File: src/rtl/uart_rx.sv
// 8N1 UART receiver: two-flop synchroniser, start-bit validation, mid-bit sampling.
// Done_o / FrameError_o are single-cycle strobes; Data_o holds the last good byte.
module uart_rx #(
  parameter int unsigned CLOCK_HZ = 10_000_000,
  parameter int unsigned BAUD     = 115200
) (
  input  logic       Clock,
  input  logic       Reset,
  input  logic       Rx_i,
  output logic [7:0] Data_o,
  output logic       Done_o,
  output logic       Busy_o,
  output logic       FrameError_o
);

  localparam int unsigned TICKS = CLOCK_HZ / BAUD;
  localparam int unsigned HALF  = TICKS / 2;
  localparam int unsigned CW    = $clog2(TICKS) + 1;

  localparam logic [CW-1:0] HALF_LOAD = CW'(HALF - 1);
  localparam logic [CW-1:0] TICK_LOAD = CW'(TICKS - 1);

  typedef enum logic [1:0] {
    IDLE,
    START,
    DATA,
    STOP
  } state_t;

  state_t        state;
  logic [1:0]    sync;
  logic          rx_sync;
  logic [CW-1:0] timer;
  logic [2:0]    idx;
  logic [7:0]    shreg;

  assign rx_sync = sync[1];

  always_ff @(posedge Clock or negedge Reset) begin
    if (!Reset) begin
      sync         <= 2'b11;
      state        <= IDLE;
      timer        <= '0;
      idx          <= '0;
      shreg        <= '0;
      Data_o       <= '0;
      Done_o       <= 1'b0;
      Busy_o       <= 1'b0;
      FrameError_o <= 1'b0;
    end else begin
      sync         <= {sync[0], Rx_i};
      Done_o       <= 1'b0;
      FrameError_o <= 1'b0;

      case (state)
        IDLE: begin
          Busy_o <= 1'b0;
          if (!rx_sync) begin
            timer  <= HALF_LOAD;
            Busy_o <= 1'b1;
            state  <= START;
          end
        end

        START: begin
          if (timer == '0) begin
            if (!rx_sync) begin
              timer <= TICK_LOAD;
              idx   <= '0;
              state <= DATA;
            end else begin
              // Start bit did not survive to mid-bit: treat as a glitch.
              Busy_o <= 1'b0;
              state  <= IDLE;
            end
          end else begin
            timer <= timer - 1'b1;
          end
        end

        DATA: begin
          if (timer == '0) begin
            shreg <= {rx_sync, shreg[7:1]};
            timer <= TICK_LOAD;
            idx   <= idx + 3'd1;
            if (idx == 3'd7) state <= STOP;
          end else begin
            timer <= timer - 1'b1;
          end
        end

        STOP: begin
          if (timer == '0) begin
            if (rx_sync) begin
              Data_o <= shreg;
              Done_o <= 1'b1;
            end else begin
              FrameError_o <= 1'b1;
            end
            Busy_o <= 1'b0;
            state  <= IDLE;
          end else begin
            timer <= timer - 1'b1;
          end
        end

        default: begin
          Busy_o <= 1'b0;
          state  <= IDLE;
        end
      endcase
    end
  end

endmodule

File: config.mk
export PLATFORM = sky130hd
export DESIGN_NAME = uart_rx
export DESIGN_NICKNAME = d
export VERILOG_FILES = /design/src/rtl/uart_rx.sv
export SDC_FILE = /design/constraint.sdc
export NUM_CORES = 1
export LEC_CHECK = 0
export ABC_AREA = 1
export BUFFER_PORTS_ARGS = -buffer_cell sky130_fd_sc_hd__buf_4
export CORE_MARGIN = 2
export CORE_UTILIZATION = 50
export CTS_CLUSTER_DIAMETER = 60
export DETAILED_ROUTE_END_ITERATION = 8
export PLACE_DENSITY_LB_ADDON = 0.3
export SLEW_MARGIN = 20
export SYNTH_ARGS = -nofsm -noshare
export SYNTH_HDL_FRONTEND = slang
export SYNTH_SLANG_ARGS = --single-unit
File: constraint.sdc
create_clock -name Clock -period 4.5 [get_ports Clock]
set_clock_uncertainty 0.15 [all_clocks]
set_input_delay 0 -clock Clock [delete_from_list [all_inputs] [get_ports Clock]]
set_output_delay 0 -clock Clock [all_outputs]
set_load 0.005 [all_outputs]
After elaboration in Yosys (flattened, before gate mapping):

Cells that the tools add are included.

* multiplexer cells: 27
* eq/ne operators: 13
* add/subtract/negate cells: 2
* reduce and logical (&&, ||, !) cells: 10

Operators by type and width (count)
* $mux 8: 5
* $pmux 8 s4: 1
* $ne 2x2->1 const B: 8
* $mux 2: 6
* $mux 1: 9
* $mux 3: 3
* $logic_not 8->1: 1
* $pmux 2 s4: 1
* $reduce_and 4->1: 2
* $sub 8x1->8 const B: 1
* $pmux 3 s2: 1
* $reduce_and 3->1: 2
* $reduce_and 5->1: 1
* $eq 2x2->1 const B: 2
* $add 3x1->3 const B: 1
* $eq 3x3->1 const B: 1
* $ne 3x3->1 const B: 1
* $pmux 1 s3: 1
* $reduce_bool 3->1: 1
* $eq 2x1->1 const B: 1
* $logic_not 2->1: 1
* $reduce_and 2->1: 1
* $reduce_bool 2->1: 1

* input bits: 3
* output and inout bits: 11
* register bits after elaboration: 34

Longest topological paths before layout:

Gate-level depths: netlist of run 1.

* depth in word-level cells: 4
* gate-level depth with buffers: 9
* gate-level depth less buffers: 9

Worst setup path before layout of run 1:

No wires, ideal clock.

* kind: flip-flop to flip-flop
* start point: register timer[0]
* end point: register Data_o[5]
* stages on the path, launching flop included: 9
* path slack: 2.882 ns
* arrival time: 1.350 ns
* buffers on the path: 1
* setup time: 0.117 ns
* path through: dfrtp_1 inv_1 ha_1 nand2_1 nor2_8 nand3_4 buf_6 nand2_1 o21ai_2

* word-level cells in the longest chain between the ends: 2

Ends and longest elaborated chain
* start: declaration: RTL line 33 `logic [CW-1:0] timer;`
* start signal: assignment: RTL line 77 `timer <= timer - 1'b1;`
* start signal: assignment: RTL line 88 `timer <= timer - 1'b1;`
* start signal: assignment: RTL line 103 `timer <= timer - 1'b1;`
* $logic_not 8->1: RTL line 93 `if (timer == '0) begin`
* $reduce_and 3->1 (no source line)
* end signal: assignment: RTL line 95 `Data_o <= shreg;`
* end: declaration: RTL line 10 `output logic [7:0] Data_o,`

No other way between the ends.
A chain may end at the register's enable or synchronous reset.

Worst setup path in the final report of run 1:

* start point: register state[0]
* end point: register timer[5]

* word-level cells in the longest chain between the ends: 3
* elaborated cells between the ends (all ways): 9

Ends and longest elaborated chain
* start: declaration: RTL line 30 `state_t state;`
* start signal: assignment: RTL line 42 `state <= IDLE;`
* start signal: assignment: RTL line 61 `state <= START;`
* start signal: assignment: RTL line 70 `state <= DATA;`
* $eq 2x1->1, or another cell as far along: RTL line 55 `case (state)`
* $ne 3x3->1 (no source line) / $ne 2x2->1 (equally long branches)
* $reduce_and 3->1 (no source line)

Several ways; a longest one is shown, not always the timed one.

==> metrics.yaml, run 1 <==
status: "complete, no violations"
synthCells: 195
syn-cell-area_um2: 1710
io_pins: 14
critPathArrivalTime_ns: 1.85
worst-setup-path-type: "flip-flop to flip-flop"
postCtsSetupRepairBufs: 0
hold_viol_final: 0
fp.dieH_um: 62.5
cts_tree: "done"
avgSynthCellArea_um2: 8.78
synth_flop_cell: "dfrtp_1"
maxSlewViolCount: 0
cts-buffers-inserted: 5
syn_nets: 206
fin_crit_ns: 1.77
ys_warn_count: 0
place_area_um2: 1850
fin_cells: 263
final_common_cell: "nand2_1"
muxShareOfSynthArea_pct: 0
fill_cells: 317
synthArstFlopShare_pct: 100
clock-sinks: 34
ys_ff_latch: 34
cts_root_buf: "clkbuf_4"
endpoint_kind: "flip-flop"
grt_setup_unrepaired: "no"
max_slew_margin_pct: 78.5
drc: 0
multi_input_area_um2: 728
crit_path_max_fanout: 6
wl_per_cell_um: 11.1
p_leak_nw: 0.999
synth-simple-area-share_pct: 24.8
required_ns: 4.58
cp-start-kind: "flip-flop"
seq_area_frac_synth_pct: 49.8
area_delta_synth_final_pct: 13.1
final-seq-area_um2: 853
htreeDepth: 2
fmax_mhz: 565
path_clk_slew_ns: 0.11
gp_congestion: 0.809
fin_setup_tns_ns: 0
grt_usage_pct: 17.6
setup_violations: 0
synth_edf_count: 0
dp_hpwl_um: 2100
portBuffers: 13
dr.first_iter.drc_count: 55
grt_pass1_wl_um: 5330
power.density_nw_per_um2: 497
synthAdderAreaFrac_pct: 5.84
synth.distinct_cells: 23
vias_per_cell: 4.77
finalWirelength_um: 2930
clk_latency_ns: 0.34
overflow: 0
dpl.cell_count: 252
fin_nets: 227
dieArea_um2: 3910
dr.pass1.iters: 4
die_width_um: 62.5
via_count: 1254
fp-row-count: 21
cts.path.max_buffers: 2
ant_nets: 0
start_util_pct: 51.7
antenna_found_initial: 0
grt_start_max_net_pins: 33
synth_compound_area_share_pct: 9.86
core_um2: 3310
antennaDiodeCount: 0
drive_gt1_share_pct: 18.0
drv_cap: 0
synth_top_family_by_area: "simple AND/OR/NAND/NOR gates"
stdcell_area_um2: 1940
tightest_slew_ns: 0.322
first_global_vias: 1233
irDropWorstVdd_uv: 253
synth_xor_area_share_pct: 2.05
hold_class: "input port to asynchronous set/reset pin"
finalCritPeriodShare_pct: 39.3
mostFrequentLayoutCells: "54 x nand2_1, 32 x dfrtp_1, 29 x inv_1"
-- power breakdown --
part	switching, W	internal, W
clock	0.0000986	0.0000616
sequential	0.0000451	0.000349
combinational	0.000266	0.000142
total	0.000410	0.000553
-- through the flow --
step | utilization, % | hold slack [ns] | setup slack (ns) | total power [W]
finish | 58.5 | 0.0217 | 2.73 | 0.000963
global route | 58.5 | 0.0118 | 2.58 | 0.00105
CTS | 58.5 | 0.0130 | 2.74 | 0.000972
detailed placement | 55.7 | -0.183 | 2.76 | 0.000806
global placement | 55.7 | -0.176 | 2.78 | 0.000801
floorplan | - | -0.446 | 2.88 | 0.000715
-- final cells by class --
class | count | area share, %
clock inverters | 1 | 0.387
inverters | 29 | 5.62
flip-flops and latches | 34 | 44.0
well taps | 46 | 2.97
repair buffers | 16 | 7.10
clock buffers | 7 | 2.32
multi-input cells | 130 | 37.6
-- critical path: stages (launching register included) --
cell and delay [ns]:
dfrtp_1 0.45, ha_1 0.28, inv_1 0.12, o21ai_1 0.11
a21oi_1 0.32, nand2_1 0.09, nor2_1 0.11, nor2_1 0.05
-- synth_stat cells, types with 3 or more instances --
cell | count | share of area [%]
a21oi_1 | 3 | 0.88
ha_1 | 8 | 5.8
o21ai_0 | 7 | 2.0
nor2_1 | 14 | 3.1
o21ai_2 | 7 | 3.6
nand3_1 | 9 | 2.6
nand2_1 | 54 | 12
xor2_1 | 3 | 1.5
o21ai_1 | 10 | 2.9
dfrtp_1 | 32 | 47
inv_1 | 29 | 6.4
-- worst paths after layout --
check,from,to,slack [ns],cells after the start
setup / recovery,state[0]$_DFFE_PN0P_,timer[5]$_DFFE_PN0P_,2.73,7
hold / removal,Reset,shreg[1]$_DFFE_PN0P_,0.02,3
setup reg to reg,state[0]$_DFFE_PN0P_,timer[5]$_DFFE_PN0P_,2.73,7
hold reg to reg,sync[0]$_DFF_PN1_,sync[1]$_DFF_PN1_,0.21,0
max in group asynchronous,Reset,shreg[7]$_DFFE_PN0P_,4.01,3
min in group Clock,Rx_i,sync[0]$_DFF_PN1_,0.16,2
-- kinds of logic (layout without fill, tap and decap cells) --
kind of cell	count (synthesis)	after routing
AO/OA/AOI/OAI	28	28
XOR/XNOR	4	4
adder cells (fa/ha/maj)	8	8
buffers and inverters	31	53
flip-flops	34	34
AND/OR/NAND/NOR	90	90
-- sequential cells by signal (all words and copies together) (netlist names), named ones only --
register,cells
FrameError_o,1
timer,8
state,1
Done_o,1
idx,3
Busy_o,1
Data_o,8
sync,2
shreg,8
-- metal layers --
metal  routed length (um)  vias to the layer above  global-route usage (%)
met5                    0                        -                       0
met1                 1410                      576                    22.4
met4                   46                        0                    6.67
met3                   99                        5                    4.86
met2                 1370                       21                    28.5
li1                     -                      652                       -
-- what timing repair did --
item                       in CTS  in global routing
gates resized for setup         0                  0
setup endpoints to repair       0                  0
hold buffers                    3                  0
hold endpoints to repair       35                  0
(Power assumes the default switching activity.)
==> run 2: changes to the inputs <==
clock period = 1.8 ns   (was 4.5 ns; I/O delays follow)
==> run 2 against run 1 <==
Effect of this change:
- register-to-register slack lost 2.6 ns
- critical path depth unchanged
- via count is 4.5% higher
- cell area rose by 4.0%
- worst hold slack better by 0.13 ns
- setup slack got worse by 2.6 ns
- total power rose to 2.7 times the previous value
==> metrics.yaml, run 2 (synthesized netlist as in run 1, its figures left out) <==
critPathTopFamily: "simple AND/OR/NAND/NOR gates"  # was flip-flops
die_width_um: 62.5  # unchanged
io_pins: 14  # unchanged
tightest_slew_ns: 0.415  # was 0.322 ns
reg2reg_depth: 7  # unchanged
crit_slowest_cell: "dfrtp_1"  # unchanged
dr.first_iter.drc_count: 71  # was 55
finalWirelength_um: 3150  # was 2930 um
htreeDepth: 2  # unchanged
r2r_end: "shreg[6]$_DFFE_PN0P_"  # was timer[5]$_DFFE_PN0P_
hold_class: "input port to flip-flop"  # was input port to asynchronous set/reset pin
switchingPower_w: 0.00109  # was 0.000410 W
p_total_w: 0.00259  # was 0.000963 W
ant_nets: 0  # unchanged
fin_crit_ns: 1.67  # was 1.77 ns
path_clk_slew_ns: 0.10  # was 0.11 ns
setup_ws_ns: 0.130  # was 2.73 ns
holdWs_ns: 0.154  # was 0.0217 ns
maxSlewViolCount: 0  # unchanged
dieArea_um2: 3910  # unchanged
mostFrequentLayoutCells: "53 x nand2_1, 31 x dfrtp_1, 29 x inv_1"  # was 54 x nand2_1, 32 x dfrtp_1, 29 x inv_1
drv_cap: 0  # unchanged
irDropWorstVdd_uv: 595  # was 253 uV
internal-power_w: 0.00149  # was 0.000553 W
final-seq-area_um2: 855  # was 853 um2
portBuffers: 13  # unchanged
core_um2: 3310  # unchanged
pre_cts_slack_ns: 0.0651  # was 2.76 ns
cts_tree: "done"  # unchanged
worstHoldPathCells: 2
stdcell_area_um2: 2020  # was 1940 um2
switching_share_pct: 42.2  # was 42.6%
top_regs: "Data_o (8), shreg (8), timer (8)"  # unchanged
power.density_nw_per_um2: 1280  # was 497 nW/um2
hold_viol_final: 0  # unchanged
cts.path.max_buffers: 2  # unchanged
antennaDiodeCount: 0  # unchanged
overflow: 0  # unchanged
cp_num_buf_inv: 1  # unchanged
antenna_found_initial: 0  # unchanged
rrSetupSlack_ns: 0.13  # was 2.73 ns
max_slew_margin_pct: 72.3  # was 78.5%
start_util_pct: 51.7  # unchanged
cts-buffers-inserted: 5  # unchanged
r2r-start: "timer[0]$_DFFE_PN0P_"  # was state[0]$_DFFE_PN0P_
vias_per_cell: 4.85  # was 4.77
required_ns: 1.88  # was 4.58 ns
cts_root_buf: "clkbuf_4"  # unchanged
via_count: 1310  # was 1254
grt_pass1_wl_um: 5490  # was 5330 um
fill_cells: 300  # was 317
crit_path_max_fanout: 16  # was 6
critPathArrivalTime_ns: 1.75  # was 1.85 ns
finalCritPeriodShare_pct: 92.8  # was 39.3%
p_seq_share_pct: 38.2  # was 40.9%
dr.pass1.iters: 4  # unchanged
setup_violations: 0  # unchanged
dpl.cell_count: 257  # was 252
grt_start_max_net_pins: 35  # was 33
clk_latency_ns: 0.34  # about the same
place_area_um2: 1880  # was 1850 um2
wl_per_cell_um: 11.7  # was 11.1 um
endpoint_kind: "flip-flop"  # unchanged
fp-row-count: 21  # unchanged
fin_nets: 234  # was 227
cp-start-kind: "flip-flop"  # unchanged
p_leak_nw: 1.03  # was 0.999 nW
p_clk_share_pct: 17.4  # was 16.6%
status: "complete, no violations"  # unchanged
fin_cells: 270  # was 263
cp_cell_sequence: "inv_1, ha_1, nand2_2, nor2_4, nand2_4, nand2_1, o21ai_1"  # was ha_1, inv_1, o21ai_1, a21oi_1, nand2_1, nor2_1, nor2_1
grt_setup_unrepaired: "yes"  # was no
clock-sinks: 34  # unchanged
first_global_vias: 1271  # was 1233
worst-setup-path-type: "flip-flop to flip-flop"  # unchanged
dp_hpwl_um: 2150  # was 2100 um
combPwrFrac_pct: 44.4  # was 42.4%
fmax_mhz: 599  # was 565 MHz
drive_gt1_share_pct: 22.8  # was 18.0%
grt_usage_pct: 17.9  # was 17.6%
area_delta_synth_final_pct: 17.7  # was 13.1%
drc: 0  # unchanged
max_stage_delay_ns: 0.40  # was 0.45 ns
fp.dieH_um: 62.5  # unchanged
worstHoldStart: "Rx_i"
holdPathEnd: "sync[0]$_DFF_PN1_"
multi_input_area_um2: 766  # was 728 um2
final_common_cell: "nand2_1"  # unchanged
gp_congestion: 0.799  # was 0.809
postCtsSetupRepairBufs: 0  # unchanged
==> run 2: changes by cell type in the layout (fill, tap and decap cells not counted), sizes merged <==
cell	previous run	this run
buf	14	18
clkbuf	7	6
dlygate4sd3	2	3
clkinv	0	1
nand3	10	11
nor2	19	20
==> run 2: timing repair <==
item                                    CTS  global route
hold buffers                              3             0
endpoints found under the setup margin    0            19
gates resized for setup                   0             6
endpoints found under the hold margin    35             0
==> run 2: per-stage QoR <==
step	setup TNS [ns]	util [%]
after detailed placement	0	56.9
after CTS	0	59.7
final	0	60.9
after global placement	0	56.9
after floorplan	0	-
after global routing	-0.00448	60.9
==> run 2: worst max-delay path by stage <==
stage	startpoint	depth (start not counted)	endpoint	slack, ns
floorplan	timer[0]$_DFFE_PN0P_	8	Data_o[5]$_DFFE_PN0P_	0.18
global placement	timer[0]$_DFFE_PN0P_	8	Data_o[0]$_DFFE_PN0P_	0.12
detailed placement	timer[0]$_DFFE_PN0P_	7	Data_o[1]$_DFFE_PN0P_	0.07
CTS	timer[0]$_DFFE_PN0P_	7	Data_o[1]$_DFFE_PN0P_	0.02
global route	timer[0]$_DFFE_PN0P_	7	shreg[6]$_DFFE_PN0P_	-0.004
finish	timer[0]$_DFFE_PN0P_	7	shreg[6]$_DFFE_PN0P_	0.13
==> run 2: power by group through the flow <==
stage,combinational [W],sequential (W),clock (W)
floorplan,0.000811,0.000976,0
detailed placement,0.00110,0.00100,0
CTS,0.00111,0.000984,0.000462
global placement,0.00107,0.000998,0
finish,0.00115,0.000988,0.000451
global route,0.00131,0.00101,0.000505
==> run 2: per-layer routing <==
metal	track usage (%)	vias to the layer above	share of wire, %
met5	0	-	0
met4	7.78	0	2.2
met3	6.13	8	2.6
met2	29.7	16	50
met1	21.0	619	45
li1	-	667	-
==> run 2: cell type report <==
cell class	instances	area share (%)
inverters	29	5.40
well taps	46	2.86
flip-flops and latches	34	42.4
clock buffers	6	2.55
clock inverters	2	0.621
multi-input cells	132	38.0
repair buffers	21	8.19
==> run 3: changes to the inputs <==
clock period = 2.12 ns   (was 1.8 ns; I/O delays follow)
==> run 3 against run 2 <==
Effect of this change:
- maximum frequency is 5.4% lower
- non-clock buffer count is 5 lower
- cell count fell by 2.6%
- worst hold slack got worse by 0.14 ns
- via count is 5.4% lower
- critical path depth did not move
- sequential power down 15%
- largest power group unchanged
- highest routed layer unchanged
==> metrics.yaml, run 3 (synthesized netlist as in run 1, its figures left out) <==
dp_hpwl_um: 2100  # was 2150 um
endpoint_kind: "flip-flop"  # unchanged
maxSlewViolCount: 0  # unchanged
cts-buffers-inserted: 5  # unchanged
area_delta_synth_final_pct: 13.1  # was 17.7%
fin_setup_tns_ns: 0  # unchanged
gp_congestion: 0.809  # was 0.799
crit_path_max_fanout: 6  # was 16
rrSetupSlack_ns: 0.36  # was 0.13 ns
dr.pass1.iters: 4  # unchanged
worst-setup-path-type: "flip-flop to flip-flop"  # unchanged
overflow: 0  # unchanged
clock-sinks: 34  # unchanged
drc: 0  # unchanged
hold_viol_final: 0  # unchanged
fp.dieH_um: 62.5  # unchanged
tightest_slew_ns: 0.308  # was 0.415 ns
htreeDepth: 2  # unchanged
ant_nets: 0  # unchanged
finalWirelength_um: 2980  # was 3150 um
place_area_um2: 1850  # was 1880 um2
antenna_found_initial: 0  # unchanged
first_global_vias: 1231  # was 1271
path_clk_slew_ns: 0.11  # was 0.10 ns
top_regs: "Data_o (8), shreg (8), timer (8)"  # unchanged
fill_cells: 328  # was 300
fin_crit_ns: 1.76  # was 1.67 ns
clk_latency_ns: 0.34  # about the same
holdWs_ns: 0.0153  # was 0.154 ns
drv_cap: 0  # unchanged
irDropWorstVdd_uv: 522  # was 595 uV
power.density_nw_per_um2: 1060  # was 1280 nW/um2
max_slew_margin_pct: 79.5  # was 72.3%
required_ns: 2.20  # was 1.88 ns
core_um2: 3310  # unchanged
cts_root_buf: "clkbuf_4"  # unchanged
antennaDiodeCount: 0  # unchanged
portBuffers: 13  # unchanged
fmax_mhz: 567  # was 599 MHz
stdcell_area_um2: 1940  # was 2020 um2
reg2reg_depth: 7  # unchanged
p_leak_nw: 0.999  # was 1.03 nW
final_common_cell: "nand2_1"  # unchanged
critPathArrivalTime_ns: 1.85  # was 1.75 ns
cts.path.max_buffers: 2  # unchanged
status: "complete, no violations"  # unchanged
r2r-start: "state[0]$_DFFE_PN0P_"  # was timer[0]$_DFFE_PN0P_
finalCritPeriodShare_pct: 83.3  # was 92.8%
dr.first_iter.drc_count: 63  # was 71
dieArea_um2: 3910  # unchanged
wl_per_cell_um: 11.3  # was 11.7 um
grt_setup_unrepaired: "no"  # was yes
grt_usage_pct: 17.4  # was 17.9%
die_width_um: 62.5  # unchanged
start_util_pct: 51.7  # unchanged
via_count: 1239  # was 1310
grt_start_max_net_pins: 33  # was 35
cts_tree: "done"  # unchanged
setup_violations: 0  # unchanged
cp-start-kind: "flip-flop"  # unchanged
r2r_end: "timer[5]$_DFFE_PN0P_"  # was shreg[6]$_DFFE_PN0P_
drive_gt1_share_pct: 18.0  # was 22.8%
hold_class: "input port to asynchronous set/reset pin"  # was input port to flip-flop
fin_nets: 227  # was 234
grt_pass1_wl_um: 5280  # was 5490 um
io_pins: 14  # unchanged
vias_per_cell: 4.71  # was 4.85
post-route-util_pct: 58.5  # was 60.9%
fp-row-count: 21  # unchanged
mostFrequentLayoutCells: "54 x nand2_1, 32 x dfrtp_1, 29 x inv_1"  # was 53 x nand2_1, 31 x dfrtp_1, 29 x inv_1
p_total_w: 0.00205  # was 0.00259 W
run 3: changes by cell type in the layout (fill, tap and decap cells not counted), sizes merged:
cell         change
dlygate4sd3      -1
buf              -4
nand3            -1
clkinv           -1
nor2             -1
clkbuf           +1
run 3: stage by stage:
stage	std cells	setup WS, ns
6_report	263	0.355
5_1_grt	263	0.200
4_1_cts	263	0.342
3_5_place_dp	252	0.376
3_3_place_gp	252	0.397
2_1_floorplan	195	0.502
run 3: per-layer routing:
layer,wire (um),GRT usage (%)
met5,0,0
met3,104,4.86
met4,51,6.67
met2,1400,28.4
met1,1420,22.0
run 3: cell type report:
cell class | instances | area [um2] | share of cell area [%]
flip-flops and latches | 34 | 853 | 44.0
multi-input cells | 130 | 728 | 37.6
repair buffers | 16 | 138 | 7.10
inverters | 29 | 109 | 5.62
well taps | 46 | 57.6 | 2.97
clock buffers | 7 | 45.0 | 2.32
clock inverters | 1 | 7.51 | 0.387
run 3: timing repair:
item | 4_1_cts | 5_1_grt
gates resized for setup | 0 | 0
endpoints found under the hold margin | 35 | 0
hold buffers | 3 | 0
buffers inserted | 0 | 0
run 3: power by group:
part / internal (W) / switching [W] / total, W
registers: 0.000741 / 0.0000946 / 0.000835
clock network: 0.000131 / 0.000211 / 0.000342
logic: 0.000303 / 0.000568 / 0.000871
run 3: how the worst max path moves through the flow:
stage                         start                     to  slack (ns)  depth (start not counted)
6_report       state[0]$_DFFE_PN0P_   timer[5]$_DFFE_PN0P_        0.36                          7
5_1_grt        state[0]$_DFFE_PN0P_   timer[5]$_DFFE_PN0P_        0.20                          7
4_1_cts        state[0]$_DFFE_PN0P_   timer[5]$_DFFE_PN0P_        0.34                          7
3_5_place_dp   state[0]$_DFFE_PN0P_   timer[5]$_DFFE_PN0P_        0.38                          7
3_3_place_gp   timer[0]$_DFFE_PN0P_  Data_o[2]$_DFFE_PN0P_        0.40                          7
2_1_floorplan  timer[0]$_DFFE_PN0P_  Data_o[5]$_DFFE_PN0P_        0.50                          8
run 3: worst max-delay path, stage by stage, from the launching register on:
cell,delay [ns]
dfrtp_1,0.45
ha_1,0.28
inv_1,0.12
o21ai_1,0.11
a21oi_1,0.30
nand2_1,0.09
nor2_1,0.11
nor2_1,0.05
